**src/rtl/node_id_alloc.sv**
```systemverilog
// -----------------------------------------------------------------------------
// node_id_alloc
//
// Hands out fresh hidden-node IDs to the add-node mutation. A genome scan
// (driven by the max-ID scan stage) finds the largest hidden node ID in use.
// One settle cycle later that maximum is sampled, and the block offers IDs
// starting just above it, or at HIDDEN_BASE if the genome has no hidden nodes
// yet. IDs are issued one per accepted valid/ready transfer until ID_LIMIT has
// been issued. After that the block reports exhausted.
//
// Ports
//   clk              clock
//   rst              asynchronous, active-high reset
//   scan_start       1-cycle pulse: begin a genome scan (overrides everything)
//   scan_done        1-cycle pulse: the last gene has reached the scanner
//   hidden_node_max  registered running max hidden ID from the scan stage
//   alloc_ready      consumer accepts alloc_id this cycle
//   scan_state       to scan stage: 0 = scanning, 1 = hold
//   alloc_valid      alloc_id holds a valid new hidden node ID
//   alloc_id         offered node ID
//   alloc_count      IDs issued since the last scan_start (saturating)
//   exhausted        no further ID can be issued
//   busy             scan or settle in progress
// -----------------------------------------------------------------------------
module node_id_alloc #(
  parameter int                  ATTR_SZ     = 8,
  parameter logic [ATTR_SZ-1:0]  HIDDEN_BASE = 8'd16,
  parameter logic [ATTR_SZ-1:0]  ID_LIMIT    = 8'd255
) (
  input  logic               clk,
  input  logic               rst,
  input  logic               scan_start,
  input  logic               scan_done,
  input  logic [ATTR_SZ-1:0] hidden_node_max,
  input  logic               alloc_ready,
  output logic               scan_state,
  output logic               alloc_valid,
  output logic [ATTR_SZ-1:0] alloc_id,
  output logic [ATTR_SZ-1:0] alloc_count,
  output logic               exhausted,
  output logic               busy
);

  typedef enum logic [2:0] {
    IDLE,
    SCAN,
    SETTLE,
    READY,
    EXHAUSTED
  } state_t;

  state_t state;

  // First candidate ID after a scan. It is one bit wider than an ID so that
  // max+1 carrying out of ATTR_SZ bits is seen as "beyond the limit" rather
  // than wrapping to a small ID that is already in use.
  logic [ATTR_SZ:0] cand;
  logic             cand_over;

  always_comb begin
    if (hidden_node_max < HIDDEN_BASE) begin
      cand = {1'b0, HIDDEN_BASE};
    end else begin
      cand = {1'b0, hidden_node_max} + {{ATTR_SZ{1'b0}}, 1'b1};
    end
    cand_over = (cand > {1'b0, ID_LIMIT});
  end

  // alloc_id doubles as next_id. While READY, the offered ID is exactly the
  // next one to be issued, so a second register would only duplicate it.
  // NOTE: sequential state uses non-blocking assignments so every register
  // samples pre-edge values; the reset is in the sensitivity list, which
  // makes it take effect immediately rather than at the next edge.
  always_ff @(posedge clk or posedge rst) begin
    if (rst) begin
      state       <= IDLE;
      scan_state  <= 1'b1;
      alloc_valid <= 1'b0;
      alloc_id    <= '0;
      alloc_count <= '0;
      exhausted   <= 1'b0;
      busy        <= 1'b0;
    end else if (scan_start) begin
      // A new scan restarts from any state, even mid-handshake.
      state       <= SCAN;
      scan_state  <= 1'b0;
      alloc_valid <= 1'b0;
      alloc_count <= '0;
      exhausted   <= 1'b0;
      busy        <= 1'b1;
    end else begin
      case (state)
        SCAN: begin
          if (scan_done) begin
            state      <= SETTLE;
            scan_state <= 1'b1;
          end
        end

        // The final gene's update of hidden_node_max lands during this
        // cycle, so it is sampled on the way out.
        SETTLE: begin
          busy <= 1'b0;
          if (cand_over) begin
            state     <= EXHAUSTED;
            exhausted <= 1'b1;
          end else begin
            state       <= READY;
            alloc_valid <= 1'b1;
            alloc_id    <= cand[ATTR_SZ-1:0];
          end
        end

        READY: begin
          if (alloc_ready) begin
            if (alloc_count != '1) begin
              alloc_count <= alloc_count + ATTR_SZ'(1);
            end
            if (alloc_id == ID_LIMIT) begin
              state       <= EXHAUSTED;
              alloc_valid <= 1'b0;
              exhausted   <= 1'b1;
            end else begin
              alloc_id <= alloc_id + ATTR_SZ'(1);
            end
          end
        end

        // IDLE and EXHAUSTED wait for scan_start; scan_done and alloc_ready
        // are ignored there.
        default: begin
        end
      endcase
    end
  end

endmodule

```
**config.mk**
```make
export PLATFORM = sky130hd
export DESIGN_NAME = node_id_alloc
export DESIGN_NICKNAME = d
export VERILOG_FILES = /design/src/rtl/node_id_alloc.sv
export SDC_FILE = /design/constraint.sdc
export NUM_CORES = 1
export LEC_CHECK = 0
export CAP_MARGIN = 5
export CORE_MARGIN = 5
export CORE_UTILIZATION = 49
export DETAILED_ROUTE_END_ITERATION = 12
export PLACE_DENSITY_LB_ADDON = 0.05
export SLEW_MARGIN = 20
export SYNTH_ARGS = -nofsm -noshare
export SYNTH_HDL_FRONTEND = slang
export SYNTH_SLANG_ARGS = --single-unit
```
**constraint.sdc**
```tcl
create_clock -name clk -period 2.4 [get_ports clk]
set_clock_uncertainty 0.1 [all_clocks]
set_input_delay 0.48 -clock clk [delete_from_list [all_inputs] [get_ports clk]]
set_output_delay 0.48 -clock clk [all_outputs]
set_load 0.05 [all_outputs]
```
==> run metrics <==
top cell type's share of synthesized area=between 30% and 40%; First DRT Iteration DRCs=36; final core utilization=roughly two thirds; vias in the first global route=~1,300; ANT cells=0; Syn Area/Cell=8.87 um2; commonest cells after routing, fill and taps aside=clkdlybuf4s50_1 (32), dfrtp_1 (22), nor2_1 (19); P per Cell Area=just under 800 mW/mm2; hpwl dp=roughly 2500 um; Arr. time, crit path=~1.7 ns; Hold-fix buffers, CTS=0; DRC=0; Min Clock Period, post-route=approximately 2.2 ns; final number of hold-violating endpoints=0; drt first pass iters=4; Hold Crit Class=in -> async; global-route wire length before repair=between 5000 and 6000 um; ys async rst share=100%; leak pwr=0.717 nW; total clock buffers created by CTS=3; Clk pin slew, worst setup/hold paths=approximately 0.13 ns; Post-CTS Setup Bufs=0; die footprint=just over 0.004 mm2; total track usage=17.0%; Startpoint Class=flop; Seq/Total Area, Yosys=between 40% and 50%; row cnt=19; Synth area leaders=dfrtp_1 (39%), xor2_1 (5.6%), nor2_1 (5.1%); Synth cell types=a little over 40; Post-synth EDFFs=0; layout cells sized above 1=between 8 and 9%; Post-Syn Nets=174; achievable clock frequency=449 MHz; crit-path cells=clkdlybuf4s50_1; CTS max path bufs=2; Routed Antenna Nets=0; initial antenna violation count=0; Die W=63.5 um; delay-heaviest family, CP=buffers and inverters; Yosys reg bits=23; multiplexer share of the synthesized area=between 1 and 1.5%; Area growth, synth to finish=29.0%; die height=approximately 63 um; crit path buf inv count=1; Critical Path Sink Type=output pin; compound-gate portion of the synthesized area=about a fifth; DR WL/cell=between 10 and 15 um; Starting Density=approximately half; CP peak stage delay=0.79 ns; commonest non-fill, non-tap cell in the layout=clkdlybuf4s50_1; Via-to-Cell Ratio=5.70; Yosys warning count=0; Core Area=between 0.002 and 0.003 mm2; fill count=between 200 and 300; CTS resizes=0; CTS root buf=clkbuf_4; Clk Latency, worst-skew pair=~0.3 ns; max-slew violation count=0; Worst-Margin Slew=approximately 0.57 ns; Tcrit/Tclk final=between 90% and 100%; area post-placement=roughly 0.0018 mm2; GRT overflow=0; cell area after layout=about 0.0018 mm2; Fin Setup TNS=0 ns; WL final=between 3000 and 4000 um; status=finished, final reports clean; Worst EP required=between 1.5 and 2 ns; Setup CP Type=reg -> out; Post-Synth XOR/XNOR Area=~6.9%; Slew headroom=between 60% and 70%; largest family of logic cells by synthesized area=simple AND/OR/NAND/NOR gates; Worst Path Max Fanout=2; gp weighted congestion=0.921; largest net degree at the start of global routing=24; maxcap violations=0; cell area after synthesis=around 0.0014 mm2; CTS H-tree lvls=1; simple-gate share of the synthesized area=around 23%; dominant synthesized flop cell=dfrtp_1; area of the multi-input gates=between 700 and 800 um2; Cells after Synth=158; Vias=about 1,300; largest area contributor in the netlist=dfrtp_1; Ports=33; Critical-path top delay cell=clkdlybuf4s50_1; number of clock sinks=23; Port Buffers=32; Adder-Cell Fraction of Synth Area=between 2 and 3%; RSZ-0062 raised after global routing=no; Nets=between 200 and 250; Final Setup Violations=0; CTS tree=done; FF/Latch Area=~580 um2; Max VDD drop=about 830 uV
==> kinds of logic (layout without fill, tap and decap cells) <==
kind of cell,after synthesis,after routing
AND/OR/NAND/NOR,65,65
buffers and inverters,12,49
multiplexers,2,2
AO/OA/AOI/OAI,42,42
adder cells (fa/ha/maj),3,3
XOR/XNOR,11,11
flip-flops,23,23
==> cell type report <==
type                            count  share of cell area [%]
Sequential cell                    23                    31.9
Inverter                            5                    1.04
Tap cell                           31                    2.15
Timing Repair Buffer               40                    21.0
Clock buffer                        4                    1.45
Multi-Input combinational cell    123                    42.4
==> cell usage after synthesis, types with 2 or more instances <==
library cell,number
ha_1,3
clkbuf_1,4
nand2b_1,4
a21oi_1,14
nor2_1,19
inv_1,5
o21bai_1,2
xnor2_1,2
or3_1,2
o21ai_0,10
nor4_1,2
nor3_1,4
o22ai_1,4
a22oi_1,2
nand4_1,4
dfrtp_1,22
mux2i_1,2
xor2_1,9
nand2_1,13
nand3_1,10
==> power by group <==
group	internal (mW)	leakage (nW)	switching [mW]
clock	0.0647	0.0150	0.115
sequential	0.463	0.290	0.102
combinational	0.242	0.412	0.419
==> metrics by stage <==
step,setup slack [ns],std cells,power (mW),hold WS [ns]
after floorplan,0.253,158,1.01,0.381
after global placement,0.0523,222,1.24,0.383
after detailed placement,0.00809,222,1.24,0.399
after CTS,0.152,226,1.42,0.404
after global routing,0.125,226,1.50,0.406
final,0.173,226,1.41,0.401
==> worst paths after layout <==
| check | startpoint | endpoint | slack [ns] | cells past startpoint |
|---|---|---|---|---|
| setup / recovery | scan_state | scan_state | 0.17 | 1 |
| hold / removal | rst | alloc_count[2] | 0.40 | 3 |
| setup reg to reg | state[2] | alloc_id[2] | 0.37 | 5 |
| hold reg to reg | scan_state | scan_state | 0.41 | 2 |
| max in group asynchronous | rst | scan_state | 1.52 | 3 |
| min in group clk | scan_state | scan_state | 0.41 | 2 |
==> sequential cells by signal (all words and copies together) (netlist names) <==
name / cells
alloc_valid: 1
busy: 1
alloc_id: 8
state: 3
scan_state: 1
exhausted: 1
alloc_count: 8
==> layer usage <==
metal	GRT usage, %	vias up	share of wire, %
met5	0	-	0
met4	3.12	0	0.45
met3	3.20	2	4.2
met2	30.7	28	51
met1	20.8	613	44
li1	-	646	-
Note: power is estimated with default switching activity, not from simulation.
